$ cat src/rtl/fifo_sdpram_ctrl.sv
// ---------------------------------------------------------------------------
// fifo_sdpram_ctrl
// Synchronous FIFO controller that drives an external simple-dual-port
// distributed RAM with a combinational read port. Both pointers carry one
// extra wrap bit so that full and empty can be told apart when the
// addresses are equal.
//
// Ports
//   clk, rst_n            single rising-edge clock, async active-low reset
//   wr_en, wr_data        write request and word
//   full, almost_full     fill flags (almost_full: level >= ALMOST_FULL_NUM)
//   overflow              1-cycle pulse per write request made while full
//   rd_en                 read request
//   rd_data, rd_valid     registered read word, valid one cycle after rd_ok
//   empty, almost_empty   drain flags (almost_empty: level <= ALMOST_EMPTY_NUM)
//   underflow             1-cycle pulse per read request made while empty
//   wr_water_level        number of stored words, 0..DEPTH
//   ram_wr_en/addr/data   RAM write port, written on the pointer-advance edge
//   ram_rd_addr/data      RAM read port, ram_rd_data is combinational
// ---------------------------------------------------------------------------
module fifo_sdpram_ctrl #(
    parameter int ADDR_WIDTH       = 4,
    parameter int DATA_WIDTH       = 16,
    parameter int ALMOST_FULL_NUM  = (1 << ADDR_WIDTH) - 2,
    parameter int ALMOST_EMPTY_NUM = 2
) (
    input  logic                  clk,
    input  logic                  rst_n,
    input  logic                  wr_en,
    input  logic [DATA_WIDTH-1:0] wr_data,
    output logic                  full,
    output logic                  almost_full,
    output logic                  overflow,
    input  logic                  rd_en,
    output logic [DATA_WIDTH-1:0] rd_data,
    output logic                  rd_valid,
    output logic                  empty,
    output logic                  almost_empty,
    output logic                  underflow,
    output logic [ADDR_WIDTH:0]   wr_water_level,
    output logic                  ram_wr_en,
    output logic [ADDR_WIDTH-1:0] ram_wr_addr,
    output logic [DATA_WIDTH-1:0] ram_wr_data,
    output logic [ADDR_WIDTH-1:0] ram_rd_addr,
    input  logic [DATA_WIDTH-1:0] ram_rd_data
);

    localparam logic [ADDR_WIDTH:0] PTR_ONE   = {{ADDR_WIDTH{1'b0}}, 1'b1};
    localparam logic [ADDR_WIDTH:0] AF_LEVEL  = (ADDR_WIDTH+1)'(ALMOST_FULL_NUM);
    localparam logic [ADDR_WIDTH:0] AE_LEVEL  = (ADDR_WIDTH+1)'(ALMOST_EMPTY_NUM);

    logic [ADDR_WIDTH:0]   wr_ptr_r;
    logic [ADDR_WIDTH:0]   rd_ptr_r;
    logic [ADDR_WIDTH:0]   level_r;
    logic [DATA_WIDTH-1:0] rd_data_r;
    logic                  rd_valid_r;
    logic                  overflow_r;
    logic                  underflow_r;

    logic                  empty_s;
    logic                  full_s;
    logic                  wr_ok_s;
    logic                  rd_ok_s;

    // Flag decode from registered pointers and acceptance of requests.
    always_comb begin
        empty_s = (wr_ptr_r == rd_ptr_r);
        // Same address with opposite wrap bits means the writer is a lap ahead.
        if ((wr_ptr_r[ADDR_WIDTH-1:0] == rd_ptr_r[ADDR_WIDTH-1:0]) &&
            (wr_ptr_r[ADDR_WIDTH] != rd_ptr_r[ADDR_WIDTH])) begin
            full_s = 1'b1;
        end else begin
            full_s = 1'b0;
        end
        wr_ok_s = wr_en & ~full_s;
        rd_ok_s = rd_en & ~empty_s;
    end

    // Pointer advance; the RAM captures wr_data on the same edge.
    always_ff @(posedge clk or negedge rst_n) begin
        if (!rst_n) begin
            wr_ptr_r <= {(ADDR_WIDTH+1){1'b0}};
            rd_ptr_r <= {(ADDR_WIDTH+1){1'b0}};
        end else begin
            if (wr_ok_s) begin
                wr_ptr_r <= wr_ptr_r + PTR_ONE;
            end
            if (rd_ok_s) begin
                rd_ptr_r <= rd_ptr_r + PTR_ONE;
            end
        end
    end

    // Stored-word count; a simultaneous accepted write and read cancel out.
    always_ff @(posedge clk or negedge rst_n) begin
        if (!rst_n) begin
            level_r <= {(ADDR_WIDTH+1){1'b0}};
        end else begin
            case ({wr_ok_s, rd_ok_s})
                2'b10:   level_r <= level_r + PTR_ONE;
                2'b01:   level_r <= level_r - PTR_ONE;
                default: level_r <= level_r;
            endcase
        end
    end

    // Read data register: one-cycle latency, holds the last word when idle.
    always_ff @(posedge clk or negedge rst_n) begin
        if (!rst_n) begin
            rd_data_r  <= {DATA_WIDTH{1'b0}};
            rd_valid_r <= 1'b0;
        end else begin
            rd_valid_r <= rd_ok_s;
            if (rd_ok_s) begin
                rd_data_r <= ram_rd_data;
            end
        end
    end

    // Error pulses for requests rejected by the pre-edge flags.
    always_ff @(posedge clk or negedge rst_n) begin
        if (!rst_n) begin
            overflow_r  <= 1'b0;
            underflow_r <= 1'b0;
        end else begin
            overflow_r  <= wr_en & full_s;
            underflow_r <= rd_en & empty_s;
        end
    end

    assign full           = full_s;
    assign empty          = empty_s;
    assign almost_full    = (level_r >= AF_LEVEL);
    assign almost_empty   = (level_r <= AE_LEVEL);
    assign overflow       = overflow_r;
    assign underflow      = underflow_r;
    assign rd_data        = rd_data_r;
    assign rd_valid       = rd_valid_r;
    assign wr_water_level = level_r;
    assign ram_wr_en      = wr_ok_s;
    assign ram_wr_addr    = wr_ptr_r[ADDR_WIDTH-1:0];
    assign ram_wr_data    = wr_data;
    assign ram_rd_addr    = rd_ptr_r[ADDR_WIDTH-1:0];

endmodule

$ cat config.mk
export PLATFORM = sky130hd
export DESIGN_NAME = fifo_sdpram_ctrl
export DESIGN_NICKNAME = d
export VERILOG_FILES = /design/src/rtl/fifo_sdpram_ctrl.sv
export SDC_FILE = /design/constraint.sdc
export NUM_CORES = 1
export LEC_CHECK = 0
export CAP_MARGIN = 30
export CORE_MARGIN = 1
export CORE_UTILIZATION = 44
export DETAILED_ROUTE_END_ITERATION = 8
export PLACE_DENSITY = 0.95
export SLEW_MARGIN = 20
export SYNTH_ARGS = -nofsm -noshare
export SYNTH_HDL_FRONTEND = slang
export SYNTH_SLANG_ARGS = --single-unit
$ cat constraint.sdc
create_clock -name clk -period 4.2 [get_ports clk]
set_input_delay 0.63 -clock clk [delete_from_list [all_inputs] [get_ports clk]]
set_output_delay 0.63 -clock clk [all_outputs]
set_load 0.01 [all_outputs]
==> summary.txt, run 1 <==
Logic synthesis
  • Biggest area consumer among synthesized cells: dfrtp_1
  • Post-synth net total: 195
  • Mapped cell area: between 1500 and 2000 um^2
  • Synthesis-stage register bit count: 34
  • Gate Count Post-Synth: approximately 150
  • Syn_area_per_cell: 12.0 um^2
  • Synth warn: 0
  • Top cells by area, synth: dfrtp_1, buf_4, mux2_4
  • Unique cell type count in the Yosys netlist: 33
  • Seq/Total Area, Yosys: between 40% and 50%
  • Top-area cell type share of the netlist area: a little under half

Floorplan
  • Die area: roughly 4400 um^2
  • # rows: 23
  • Die width: ~66 um
  • Die height: between 60 and 70 um
  • Initial core utilization: a little under half
  • Ports: 89
  • CORE AREA: about 4000 um^2

Timing
  • Tcrit/Tclk final: ~83%
  • Fmax: approximately 0.29 GHz
  • Slew HR: about half
  • Fin worst setup slack: approximately 0.73 ns
  • Final min period: roughly 3.5 ns
  • Max Slew Vio Count: 0
  • RSZ-0062 raised after global routing: no
  • Worst-margin pin slew: roughly 0.72 ns
  • Hold slack: between 0.5 and 0.6 ns
  • Clock skew: 0.00569 ns
  • Final setup vio count: 0
  • Total negative slack: 0 ns
  • Final hold violations: 0

Pwr
  • Worst IR Drop VDD: between 0.4 and 0.5 mV
  • Pleak: between 0.9 and 1 nW
  • Power per cell area: 729 nW/um^2

Final layout
  • Area delta synth->final: 29.6%
  • Fill cell count: approximately 340
  • Ant diodes: 0
  • Core Util, Final: approximately three fifths
  • Commonest non-fill, non-tap cell in the layout: clkdlybuf4s50_1
  • Nets: about 230
  • Share of layout cells above drive strength 1: approximately 16%
  • Most frequent cells in the layout: clkdlybuf4s50_1, dfrtp_1, xnor2_1, mux2_2

Global routing
  • First-pass GRT wire length: between 5000 and 6000 um
  • Number of global-route vias before repair: roughly 1,200
  • GRT Resource Usage Total: between 10% and 20%
  • GR Overflow Total: 0
  • Pin count of the biggest net entering global routing: 35
  • Initial antenna violation count: 0

Critical path
  • Worst path arrival time: 3.61 ns
  • Type of origin of the critical path: flip-flop
  • Critical path cell sequence: xnor2_1 -> nand4_2 -> o21ai_4 -> inv_1 -> ha_1 -> ha_1 -> nor2b_1 -> o21a_1 -> o311ai_0 -> o311ai_0
  • Slowest CP cell: o21ai_4
  • CP endpoint kind: flip-flop
  • CP max stage delay: around 0.7 ns
  • CP Class: reg2reg
  • Largest fanout on the critical path: 19
  • Worst EP required: 4.34 ns

Outcome
  • Outcome: finished clean

Drt
  • Antenna Nets Post-Route: 0
  • DR vias: 1,208
  • Wire length per cell: 14.2 um
  • Remaining DRCs: 0
  • First-pass iteration count of the detailed router: 4
  • DRT Wirelength: 3410 um
  • Via/cell ratio: slightly above 5
  • Initial DRC count: 77

Flow run
  • Max-cap violations: 0

CTS
  • Post-CTS resize count: 0
  • Setup Buffers After CTS: 0
  • Clock transition at the registers of the reported paths: about 0.070 ns
  • Hold Buf Count CTS: 0
  • Root Buffer: clkbuf_8
  • Max clock buf depth: 2
  • Clk_lat worst skew: between 0.2 and 0.3 ns
  • H-tree Lvls: 2
  • Clk sinks: 34
  • Total CTS buffers: 5
  • TritonCTS clock tree: yes

Placed design
  • Place WS: a little over 0.7 ns
  • Post-DP HPWL: between 2000 and 2500 um
  • Port Buf Inserts: 56
  • Placer Congestion: between 0.7 and 0.8

Min path
  • Hold Path Class: reg2reg
-- report_power, final --
part	switching, mW	internal [mW]	leakage [nW]
clock network	0.126	0.176	0.0504
registers	0.146	0.455	0.406
logic	0.342	0.478	0.538
-- kinds of logic (layout without fill, tap and decap cells) --
logic type               count (synthesis)  after routing  synth area share (%)
adder cells (fa/ha/maj)                  7              7                  5.21
XOR/XNOR                                15             15                  7.61
multiplexers                            18             18                  12.8
AO/OA/AOI/OAI                           21             21                  8.78
AND/OR/NAND/NOR                         23             23                  6.38
flip-flops                              34             34                  46.6
buffers and inverters                   34             72                  12.6
-- state kept, by name (all words and copies together) (netlist names) --
register and cells:
wr_ptr_r 5, rd_valid 1, rd_data 16, rd_ptr_r 5, overflow 1, underflow 1
wr_water_level 5
-- metal layers --
layer / up-vias / global-route usage (%) / routed length, um
met5: - / 0 / 0
li1: 573 / - / -
met4: 0 / 8.51 / 68
met3: 11 / 6.03 / 215
met2: 41 / 27.4 / 1680
met1: 583 / 20.5 / 1450
-- final timing paths --
check	start	to	slack [ns]	cells after the start
max reg2reg	wr_ptr_r[0]	wr_water_level[4]	0.73	10
min in group asynchronous	rst_n	wr_ptr_r[3]	0.76	2
max	wr_ptr_r[0]	wr_water_level[4]	0.73	10
min	rd_data[6]	rd_data[6]	0.51	1
min reg2reg	rd_data[6]	rd_data[6]	0.51	1
max in group asynchronous	rst_n	rd_data[6]	3.13	2
-- layout make-up --
| type | instances | area, um^2 | share of cell area [%] |
|---|---|---|---|
| clock buffers | 5 | 68.8 | 2.91 |
| clock inverters | 3 | 45.0 | 1.90 |
| inverters | 7 | 26.3 | 1.11 |
| multi-input cells | 84 | 743 | 31.4 |
| flip-flops and latches | 34 | 851 | 36.0 |
| well taps | 50 | 62.6 | 2.65 |
| repair buffers | 57 | 568 | 24.0 |
-- cell usage after synthesis (all sizes together) --
cell,n
and2,2
inv,7
clkbuf,1
a2111oi,1
nand4,3
ha,6
and3,2
nor2,5
or3,1
a21o,1
o21a,1
nor3,1
nor2b,1
buf,26
o21ai,6
o311ai,4
mux2,18
a21oi,1
fa,1
xnor2,12
xor2,3
nand2,8
o31a,1
o211ai,5
dfrtp,34
a31o,1
-- worst max-delay path: cells and delay by family, from the launching register on --
family	cells	cell delay, ns
AOI/OAI and AO/OA	4	1.38
xor gates and xnor gates	1	0.21
adders and majority gates	2	0.67
buffers and inverters	1	0.14
DFF	1	0.45
and+or+nand+nor	2	0.48
-- per-stage QoR --
stage	std cells	total power, mW	area (um^2)
after floorplan	152	1.12	1820
after global placement	232	1.40	2250
after detailed placement	232	1.43	2250
after CTS	240	1.75	2360
after global routing	240	1.85	2360
final	240	1.72	2360
Note: power is estimated with default switching activity, not from simulation.
==> inputs of run 2 (changes only) <==
--- a/config.mk
+++ b/config.mk
@@ -7,9 +7,9 @@
 export LEC_CHECK = 0
 export CAP_MARGIN = 30
 export CORE_MARGIN = 1
-export CORE_UTILIZATION = 44
+export CORE_UTILIZATION = 37
 export DETAILED_ROUTE_END_ITERATION = 8
-export PLACE_DENSITY = 0.95
+export PLACE_DENSITY = 0.87
 export SLEW_MARGIN = 20
 export SYNTH_ARGS = -nofsm -noshare
 export SYNTH_HDL_FRONTEND = slang
==> constraint.sdc (replaced) <==
create_clock -name clk -period 2.99 [get_ports clk]
set_input_delay 0.4485 -clock clk [delete_from_list [all_inputs] [get_ports clk]]
set_output_delay 0.4485 -clock clk [all_outputs]
set_load 0.01 [all_outputs]
==> summary.txt, run 2 (synthesized netlist as in run 1, its figures left out) <==
Global routing
  • Pin count of the biggest net entering global routing: 35
  • GRT Resource Usage Total: approximately 14%
  • First-pass GRT wire length: 5580 um
  • Initial antenna violation count: 0
  • Number of global-route vias before repair: between 1,000 and 1,500
  • GR Overflow Total: 0

CTS
  • TritonCTS clock tree: yes
  • Clk_lat worst skew: approximately 0.28 ns
  • Clock transition at the registers of the reported paths: 0.07 ns
  • Clk sinks: 34
  • Total CTS buffers: 5
  • Hold Buf Count CTS: 0
  • Max clock buf depth: 2
  • H-tree Lvls: 2
  • Root Buffer: clkbuf_8

Critical path
  • Crit path launch: wr_ptr_r[3]
  • CP max stage delay: 0.43 ns
  • CP Class: reg2reg
  • Critical path cell sequence: xnor2_1 -> nand4_2 -> o21ai_1 -> ha_2 -> ha_1 -> nor2b_1 -> o21a_1 -> o311ai_0 -> o311ai_0
  • CP delay by family, top: compound AO/OA/AOI/OAI gates
  • Type of origin of the critical path: flip-flop
  • Crit path buf inv count: 0
  • Worst EP required: 3.12 ns
  • Slowest CP cell: dfrtp_1
  • Top cell by count, worst path: o311ai_0
  • R2R Path Start: wr_ptr_r[3]
  • Largest fanout on the critical path: 12
  • CP endpoint kind: flip-flop
  • Worst path arrival time: ~2.9 ns

Final layout
  • Area delta synth->final: 31.3%
  • Final Non-Filler Cells: 261
  • Share of layout cells above drive strength 1: a little under a fifth
  • Final instance area: between 2000 and 2500 um^2
  • Max reg flops: 16
  • Most frequent cells in the layout: clkdlybuf4s50_1, dfrtp_1, xnor2_1, mux2_2
  • Commonest non-fill, non-tap cell in the layout: clkdlybuf4s50_1
  • Ant diodes: 0
  • Nets: 236
  • Core Util, Final: between 50% and 60%

Outcome
  • Outcome: finished clean

Pwr
  • Pleak: 1.01 nW
  • Power per cell area: 992 nW/um^2
  • Worst IR Drop VDD: just over 0.5 mV

Timing
  • Tcrit/Tclk final: between 90% and 100%
  • Total negative slack: 0 ns
  • Worst-margin pin slew: approximately 0.43 ns
  • RSZ-0062 raised after global routing: no
  • Final hold violations: 0
  • Clock skew: 0.00452 ns
  • Final min period: 2.78 ns
  • Max Slew Vio Count: 0
  • Slew HR: between 70% and 80%
  • Fmax: 0.360 GHz
  • Final setup vio count: 0

Drt
  • Initial DRC count: 58
  • Via/cell ratio: ~4.6
  • DRT Wirelength: about 3500 um
  • Antenna Nets Post-Route: 0
  • Remaining DRCs: 0
  • First-pass iteration count of the detailed router: 4
  • DR vias: approximately 1,200
  • Wire length per cell: 13.3 um

Floorplan
  • Ports: 89
  • CORE AREA: about 4700 um^2
  • Die width: about 72 um
  • Die height: slightly above 70 um
  • Initial core utilization: between 30% and 40%
  • Die area: 5220 um^2
  • # rows: 25

Placed design
  • Placed inst area: ~2300 um^2
  • Placer Congestion: roughly 0.84
  • Post-DP HPWL: 2530 um
  • Port Buf Inserts: 56
  • Placed insts: around 250

Min path
  • Hold_sp: rd_data[4]
  • Hold Path Class: reg2reg

Flow run
  • Max-cap violations: 0
==> run 2: repair_timing <==
action                                  4_1_cts  5_1_grt
resized for setup                             0        1
endpoints found under the setup margin        0        1
buffers inserted                              0        0
==> run 2: power by group <==
group	leakage (nW)	switching, mW	internal (mW)	total, mW
clock network	0.0482	0.156	0.186	0.342
registers	0.406	0.185	0.641	0.826
logic	0.555	0.509	0.700	1.21
==> run 2: path summary, 6_finish.rpt <==
path / endpoint / slack, ns / depth (start not counted)
max: wr_water_level[4] / 0.21 / 9
min: rd_data[4] / 0.51 / 1
max reg2reg: wr_water_level[4] / 0.21 / 9
min reg2reg: rd_data[4] / 0.51 / 1
max in group asynchronous: rd_data[15] / 2.10 / 2
min in group asynchronous: wr_ptr_r[0] / 0.58 / 2
==> run 2: final cells by class <==
cell class | count | area (um^2)
timing repair buffer | 61 | 598
sequential | 34 | 851
tap | 67 | 83.8
inverter | 7 | 26.3
clock inverter | 1 | 5.00
fill | 444 | 2330
multi-input combinational | 84 | 746
clock buffer | 7 | 86.3
==> run 2: per-layer routing <==
metal / wire (um) / vias up / global-route usage (%)
li1: - / 579 / -
met1: 1560 / 582 / 17.4
met2: 1680 / 39 / 23.4
met3: 202 / 9 / 5.28
met4: 41 / 0 / 3.70
met5: 0 / - / 0
==> run 2: metrics by stage <==
stage / hold slack (ns) / power [mW] / setup slack, ns
after floorplan: 0.153 / 1.58 / 0.215
after global placement: 0.486 / 2.02 / 0.250
after detailed placement: 0.497 / 2.05 / 0.137
after CTS: 0.513 / 2.42 / 0.113
after global routing: 0.527 / 2.55 / 0.00723
final: 0.507 / 2.38 / 0.215
==> inputs of run 3 (changes only) <==
--- a/config.mk
+++ b/config.mk
@@ -10,7 +10,7 @@
 export CORE_UTILIZATION = 37
 export DETAILED_ROUTE_END_ITERATION = 8
 export PLACE_DENSITY = 0.87
-export SLEW_MARGIN = 20
+export SLEW_MARGIN = 30
 export SYNTH_ARGS = -nofsm -noshare
 export SYNTH_HDL_FRONTEND = slang
 export SYNTH_SLANG_ARGS = --single-unit
==> results of run 3 <==
The final DEF is identical to that of run 2; final timing and power are the same.
